--- src/rtl/counter_pkg.sv ---
// Shared types and default parameters for the counter_ctrl block.
package counter_pkg;

    typedef enum logic [1:0] {
        ST_IDLE  = 2'd0,
        ST_RUN   = 2'd1,
        ST_PAUSE = 2'd2,
        ST_DONE  = 2'd3
    } state_t;

    localparam int unsigned W_DEF        = 4;
    localparam int unsigned PRESCALE_DEF = 4;

endpackage

--- src/rtl/toggle_bit.sv ---
// One count bit: toggle flop with synchronous clear and load (clear > load > toggle).
module toggle_bit (
    input  logic clk,
    input  logic clr_i,
    input  logic ld_i,
    input  logic ld_val_i,
    input  logic tgl_i,
    output logic q_o
);

    logic q_q;
    logic q_d;

    always_comb begin
        q_d = q_q;
        if (clr_i) begin
            q_d = 1'b0;
        end else if (ld_i) begin
            q_d = ld_val_i;
        end else if (tgl_i) begin
            q_d = ~q_q;
        end
    end

    always_ff @(posedge clk) begin
        q_q <= q_d;
    end

    assign q_o = q_q;

endmodule

--- src/rtl/counter_ctrl.sv ---
// Start/stop/pause counter with terminal-count detection, auto-reload and a one-cycle done pulse.
// Optional tick prescaler compiled in with COUNTER_CTRL_PRESCALE_EN; all outputs are registered.
module counter_ctrl
    import counter_pkg::*;
#(
    parameter int unsigned W        = W_DEF,
    parameter int unsigned PRESCALE = PRESCALE_DEF
) (
    input  logic         clk,
    input  logic         reset,
    input  logic         start,
    input  logic         stop,
    input  logic         clear,
    input  logic         load,
    input  logic [W-1:0] load_val,
    input  logic [W-1:0] term_val,
    input  logic         auto_reload,
    output logic [W-1:0] count,
    output logic         busy,
    output logic         done
);

    state_t state_q, state_d;
    logic   done_q, done_d;
    logic   cnt_clr, cnt_ld, cnt_inc;
    logic   ps_zero, ps_inc;
    logic   tick;
    logic   term_hit;

    assign term_hit = (count == term_val);

    // Inputs are decoded strictly in priority order; an input masked by a
    // higher-priority one has no effect, even when that one is itself a no-op.
    always_comb begin
        state_d = state_q;
        done_d  = 1'b0;
        cnt_clr = 1'b0;
        cnt_ld  = 1'b0;
        cnt_inc = 1'b0;
        ps_zero = 1'b0;
        ps_inc  = 1'b0;
        if (reset || clear) begin
            state_d = ST_IDLE;
            cnt_clr = 1'b1;
            ps_zero = 1'b1;
        end else if (stop) begin
            if (state_q == ST_RUN) begin
                state_d = ST_PAUSE;
            end
        end else if (start && (state_q != ST_RUN)) begin
            state_d = ST_RUN;
            cnt_clr = (state_q == ST_DONE);
            ps_zero = (state_q != ST_PAUSE);
        end else if (load && ((state_q == ST_IDLE) || (state_q == ST_PAUSE))) begin
            cnt_ld = 1'b1;
        end else if (state_q == ST_RUN) begin
            ps_inc = 1'b1;
            if (tick) begin
                if (term_hit) begin
                    done_d = 1'b1;
                    if (auto_reload) begin
                        cnt_clr = 1'b1;
                    end else begin
                        state_d = ST_DONE;
                    end
                end else begin
                    cnt_inc = 1'b1;
                end
            end
        end
    end

    always_ff @(posedge clk) begin
        if (reset) begin
            state_q <= ST_IDLE;
            done_q  <= 1'b0;
        end else begin
            state_q <= state_d;
            done_q  <= done_d;
        end
    end

`ifdef COUNTER_CTRL_PRESCALE_EN
    localparam int unsigned    PW      = (PRESCALE > 1) ? $clog2(PRESCALE) : 1;
    localparam logic [PW-1:0]  PS_LAST = PW'(PRESCALE - 1);

    logic [PW-1:0] ps_q, ps_d;

    assign tick = (ps_q == PS_LAST);

    always_comb begin
        ps_d = ps_q;
        if (ps_zero) begin
            ps_d = '0;
        end else if (ps_inc) begin
            ps_d = tick ? '0 : ps_q + PW'(1);
        end
    end

    always_ff @(posedge clk) begin
        if (reset) begin
            ps_q <= '0;
        end else begin
            ps_q <= ps_d;
        end
    end
`else
    logic unused_ps;

    assign tick      = 1'b1;
    assign unused_ps = ^{ps_zero, ps_inc, PRESCALE[0]};
`endif

    // Ripple-carry toggle enables: bit i flips when incrementing and all lower bits are one.
    logic [W-1:0] tgl;

    for (genvar i = 0; i < W; i++) begin : g_bit
        if (i == 0) begin : g_lsb
            assign tgl[i] = cnt_inc;
        end else begin : g_upper
            assign tgl[i] = cnt_inc & (&count[i-1:0]);
        end

        toggle_bit u_bit (
            .clk      (clk),
            .clr_i    (cnt_clr),
            .ld_i     (cnt_ld),
            .ld_val_i (load_val[i]),
            .tgl_i    (tgl[i]),
            .q_o      (count[i])
        );
    end

    assign busy = (state_q == ST_RUN);
    assign done = done_q;

endmodule

--- config.mk ---
export PLATFORM = sky130hd
export DESIGN_NAME = counter_ctrl
export DESIGN_NICKNAME = d
export VERILOG_FILES = /design/src/rtl/counter_pkg.sv /design/src/rtl/toggle_bit.sv /design/src/rtl/counter_ctrl.sv
export SDC_FILE = /design/constraint.sdc
export NUM_CORES = 1
export LEC_CHECK = 0
export CAP_MARGIN = 0
export CORE_AREA = 2 2 39 41
export CTS_CLUSTER_SIZE = 24
export DETAILED_ROUTE_END_ITERATION = 16
export DIE_AREA = 0 0 41 43
export GPL_TIMING_DRIVEN = 0
export PLACE_DENSITY = 0.79
export SKIP_LAST_GASP = 1
export SLEW_MARGIN = 20
export SYNTH_ARGS = -nofsm -noshare
export SYNTH_HDL_FRONTEND = slang
export SYNTH_SLANG_ARGS = --single-unit
--- constraint.sdc ---
create_clock -name clk -period 2.7 [get_ports clk]
set_clock_uncertainty 0.1 [all_clocks]
set_input_delay 0.54 -clock clk [delete_from_list [all_inputs] [get_ports clk]]
set_output_delay 0.54 -clock clk [all_outputs]
set_load 0.05 [all_outputs]
# [Word-level counts from Yosys, hierarchy flattened]
# Cells that the tools add are included.
[totals] reg_bits=7 inputBits=15 output_inout_bits=6 elab_cells=71
[op_classes] eq_ne=8 n_mux=33 bitwise_logic=8 reduce_logical=16
[ops] operator="1-bit two-way mux" n=26
[ops] operator="2-bit two-way mux" n=7
[ops] operator="2-bit nonzero test" n=5
[ops] operator="6-bit OR reduction" n=1
[ops] operator="1-bit inverter" n=5
[ops] operator="5-bit AND reduction" n=1
[ops] operator="2-bit == test (second input constant)" n=2
[ops] operator="4-bit == test" n=1
[ops] operator="2-bit by 1-bit inequality test with 1-bit output (second input constant)" n=2
[ops] operator="1-bit AND" n=3
[ops] operator="3-bit by 2-bit inequality test with 1-bit output (second input constant)" n=1
[ops] operator="3-bit inequality test (second input constant)" n=1
[ops] operator="3-bit AND reduction" n=1
[ops] operator="3-bit nonzero test" n=1
[ops] operator="2-bit by 1-bit == test with 1-bit output (second input constant)" n=1
[ops] operator="1-bit logical AND" n=2
[ops] operator="2-bit zero test" n=1
[ops] operator="1-bit logical OR" n=2
[ops] operator="2-bit AND reduction" n=1
[ops] operator="2-bit OR reduction" n=1

# [Longest topological paths before layout]
[depth] ltp_word=10 depth_mapped=5 depth_no_buf=5

# [By module]
# From an unflattened synthesis, not the netlist that was laid out.
[unflattened] hier_cells=53 hier_area_um2=518.0
[modules_own_cells] module="counter_ctrl" instances=1 cells_each=33 area_each_um2=312.8 seq_area_each_um2=60.1
[modules_own_cells] module="toggle_bit" instances=4 cells_each=5 area_each_um2=51.3 seq_area_each_um2=20.0

# [Worst setup path before layout]
# OpenSTA, ideal clock, no wires.
[synth_path] kind="register -> register" from="register state_q[0]" to="register g_bit[3].u_bit.q_q" setup_time_ns=0.079 t_arrival_ns=1.424 required_ns=2.521 setup_slack_ns=1.096 stages_incl_launch_ff=6 n_path_buf=0 period_less_slack_ns=1.604 path_cell_list="dfxtp_1 > nor2b_4 > and3_4 > nand4_1 > xor2_1 > a211oi_2"
[synth_via] elab_cells_between_ends=25 classes_between="4 x eq/ne; 15 x mux; 1 x bitwise; 5 x reduce/logical"
[synth_lines] element="start: declaration" line_no="counter_ctrl.sv:23" source="state_t state_q, state_d;"
[synth_lines] element="start signal: assignment" line_no="counter_ctrl.sv:78" source="state_q <= state_d;"
[synth_lines] element="2-bit by 1-bit == test with 1-bit output *"
[synth_lines] element="via busy" line_no="counter_ctrl.sv:19" source="output logic busy,"
[synth_lines] element="1-bit two-way mux" line_no="counter_ctrl.sv:56" source="end else if (state_q == ST_RUN) begin"
[synth_lines] element="1-bit two-way mux" line_no="counter_ctrl.sv:54" source="end else if (load && ((state_q == ST_IDLE) || (state_q == ST_PAUSE))) begin"
[synth_lines] element="1-bit two-way mux" line_no="counter_ctrl.sv:50" source="end else if (start && (state_q != ST_RUN)) begin"
[synth_lines] element="1-bit two-way mux" line_no="counter_ctrl.sv:46" source="end else if (stop) begin"
[synth_lines] element="1-bit two-way mux" line_no="counter_ctrl.sv:42" source="if (reset || clear) begin"
[synth_lines] element="1-bit AND" line_no="counter_ctrl.sv:121" source="assign tgl[i] = cnt_inc & (&count[i-1:0]);"
[synth_lines] element="2-bit nonzero test (no source line)"
[synth_lines] element="end signal: assignment" line_no="toggle_bit.sv:26" source="q_q <= q_d;"
[synth_lines] element="end: declaration" line_no="toggle_bit.sv:11" source="logic q_q;"
# The timed path passes the listed nets; every way through them passes the cells marked *.
# A chain may end at the register's enable or synchronous reset.

# [Final worst setup path]
[layout_path] from="register state_q[0]" to="output port busy"
[layout_via] elab_chain_cells=1
[layout_rtl] element="2-bit by 1-bit == test with 1-bit output" line_no="counter_ctrl.sv:134" source="assign busy = (state_q == ST_RUN);"
[layout_rtl] element="end: declaration" line_no="counter_ctrl.sv:19"
# Every way passes these cells.

==> flow_summary_export.csv <==
group,metric,value,unit
synth,syn_nets,65,
synth,synth-seq-area-share,31.1,%
cts,ctsRootBufferMaster,"clkbuf_4",
grt,grt_pass1_wl,1.43,mm
detailed_routing,drc,0,
worst_setup_path,crit_family,"buffers and inverters",
floorplan,floorplan.die.height,43,µm
place,portBuffers,20,
sta,min_period,2260,ps
worst_setup_path,r2r_end,"g_bit[2].u_bit.q_o$_SDFFE_PP0P_",
grt,grt_pass1_vias,358,
grt,antenna_found_initial,0,
floorplan,rows,14,
power_and_ir_drop,p_per_area,356,nW/µm²
cts,post_cts_buffers,0,
synth,netlist_area,450,µm²
worst_setup_path,cp-start-kind,"flop",
detailed_routing,dr.pass1.iters,4,
worst_setup_path,path_class,"reg2out",
cts,htreeDepth,1,
worst_setup_path,cpMaxStageDelayCell,"clkdlybuf4s50_1",
cts,cts_buffer_depth,2,
detailed_routing,drtAntennaViolNets,0,
worst_hold_path,hold_path.class,"reg2reg",
power_and_ir_drop,p_leak,0.250,nW
synth,synth.avg_cell_area,9.01,µm²
cts,cts_hold_buf,0,
worst_hold_path,hp-start,"state_q[0]$_SDFFE_PP0P_",
sta,fmax,442,MHz
synth,synth-xor-area-share,15.6,%
flow_run,max-cap-violations,0,
synth,yosysUniqueCellTypes,24,
worst_setup_path,crit_required,2060,ps
cts,numClockSinks,7,
cells_and_area,drive_gt1_share,17.6,%
sta,rsz0062_at_grt,"no",
cells_and_area,area_growth,54.7,%
worst_setup_path,endpoint_kind,"output port",
synth,synthCells,50,
power_and_ir_drop,ir_drop,0.158,mV
cts,cts_tree,"yes",
sta,setup_violations,0,
synth,synth_fa_ha_area_share,0,%
worst_hold_path,hold_path_depth,2,
detailed_routing,routed_wl,910,µm
detailed_routing,wire_per_inst,10.1,µm
detailed_routing,via_per_inst,4.69,
floorplan,start_util,32.5,%
floorplan,io_pins,21,
worst_setup_path,cp_num_buf_inv,1,
sta,finalCritPeriodShare,83.7,%
run_status,run_status,"completed",
cells_and_area,antenna_cells,0,
synth,synth_area_leaders,"dfxtp_1 (31%), xnor2_1 (7.8%), xor2_1 (7.8%)",
cells_and_area,nFillCells,140,
detailed_routing,first_iter_violations,9,
synth,synth_compound_area_share,18.3,%
cts,ctsResizeCount,0,
synth,synth_mux_area_share,0,%
power_and_ir_drop,total_power,0.000248,W
synth,yosysWarnings,0,
grt,grt_usage,12.6,%
worst_setup_path,worst-endpoint-arrival,1620,ps
worst_setup_path,ff2ff_path_depth,4,
worst_setup_path,rrSetupSlack,1180,ps
worst_setup_path,cpPeakStageDelay,810,ps
grt,grt_overflow_total,0,
floorplan,core,1380,µm²
sta,setup_tns,0,ps
floorplan,dieArea,1760,µm²
worst_hold_path,min_to,"state_q[0]$_SDFFE_PP0P_",
place,gp_congestion,0.730,
cts,clk_pin_slew_worst_paths,50,ps
place,hpwl,726,µm
sta,worst_pin_slew,490,ps
worst_setup_path,cp_num_cells,2,
worst_setup_path,worstReg2RegStart,"g_bit[0].u_bit.q_o$_SDFFE_PP0P_",
synth,synth_largest_area_cell,"dfxtp_1",
floorplan,die_x,41,µm
cts,cts_buffers,3,
synth,synth_top_area_share,31.1,%
worst_setup_path,critPathMaxFanout,5,
sta,slew_headroom,67.2,%
detailed_routing,route.vias.total,422,
cells_and_area,nets,90,
synth,yosys.area_share.simple,26.7,%
synth,synth_seq_cells,7,
grt,grt_start_max_net_pins,9,
worst_setup_path,crit_chain,"nor2b_4, clkdlybuf4s50_1",
synth,synth_top_family_by_area,"simple AND/OR/NAND/NOR gates",
sta,slew_violations,0,
cts,clk_latency,260,ps
sta,hold_viol,0,
[Yosys cell counts]
cell type,instances
a211oi_1,3
a211oi_2,1
a21boi_1,1
a21o_2,1
and2_1,1
and3_4,1
buf_4,4
clkinv_1,1
dfxtp_1,7
inv_1,1
nand2_1,2
nand3_1,2
nand4_1,3
nand4_2,1
nor2_1,6
nor2_4,1
nor2b_1,1
nor2b_4,1
o2111ai_1,1
o211ai_1,1
o21ai_0,1
o311a_1,1
xnor2_1,4
xor2_1,4
[cells in the final DEF, fill, tap and decap left out, types with 2 or more instances in the layout]
cell type	netlist	routed
nand3_1	2	2
nand4_1	3	3
clkdlybuf4s50_1	0	20
nand2_1	2	2
xor2_1	4	4
dfxtp_1	7	7
nor2_1	6	6
buf_4	4	4
clkbuf_4	0	3
xnor2_1	4	4
a211oi_1	3	3
[cell families (layout without fill, tap and decap cells)]
| family | after synthesis | count (layout) |
|---|---|---|
| AOI/OAI and AO/OA | 10 | 10 |
| xor gates and xnor gates | 8 | 8 |
| buffers and inverters | 6 | 30 |
| and+or+nand+nor | 19 | 19 |
| DFF | 7 | 7 |
[stage by stage]
stage          hold slack (ps)  util, %  std cells  area [µm²]  setup WS, ps
5_1_grt                    457     50.4         90         697           393
6_report                   423     50.4         90         697           439
3_5_place_dp               415     48.5         86         671           561
3_3_place_gp               415     48.5         86         671           598
2_1_floorplan              392        -         50         450          1100
4_1_cts                    423     50.4         90         697           432
[state kept, by name (all words and copies together) (netlist names)]
name             flops
state_q              2
done                 1
g_bit.u_bit.q_o      4
[worst max path at each step]
stage / endpoint / start
final: busy / state_q[0]$_SDFFE_PP0P_
after global routing: count[0] / g_bit[0].u_bit.q_o$_SDFFE_PP0P_
after CTS: busy / state_q[0]$_SDFFE_PP0P_
after detailed placement: g_bit[2].u_bit.q_o$_SDFFE_PP0P_ / term_val[2]
after global placement: g_bit[2].u_bit.q_o$_SDFFE_PP0P_ / term_val[3]
after floorplan: g_bit[3].u_bit.q_o$_SDFFE_PP0P_ / state_q[0]$_SDFFE_PP0P_
[worst reg2reg max path, delay by kind of cell, from the launching register on]
kind	cells	cell delay, ps
compound gates	2	510
flops	1	410
simple gates	1	210
xor+xnor	1	160
[routing by layer]
metal	vias to the layer above	GRT usage, %	wire length (µm)
li1	222	-	-
met4	0	12.0	25
met1	179	14.9	391
met3	4	3.14	74
met2	17	17.2	420
met5	-	0	0
[power by group]
group / internal, W / leakage [nW] / total, W / switching (W)
logic: 0.0000265 / 0.178 / 0.0000435 / 0.0000170
registers: 0.000104 / 0.0565 / 0.000106 / 0.00000141
clock network: 0.0000566 / 0.0150 / 0.0000987 / 0.0000420
total: 0.000188 / 0.250 / 0.000248 / 0.0000605
[final cells by class]
type                            instances  area, µm²  area share [%]
Inverter                                2       7.51            1.08
Timing Repair Buffer                   20        200            28.7
Buffer                                  4       30.0            4.31
Sequential cell                         7        140            20.1
Tap cell                               16       20.0            2.87
Multi-Input combinational cell         37        273            39.1
Clock buffer                            4       26.3            3.77
Note: power is estimated with default switching activity, not from simulation.
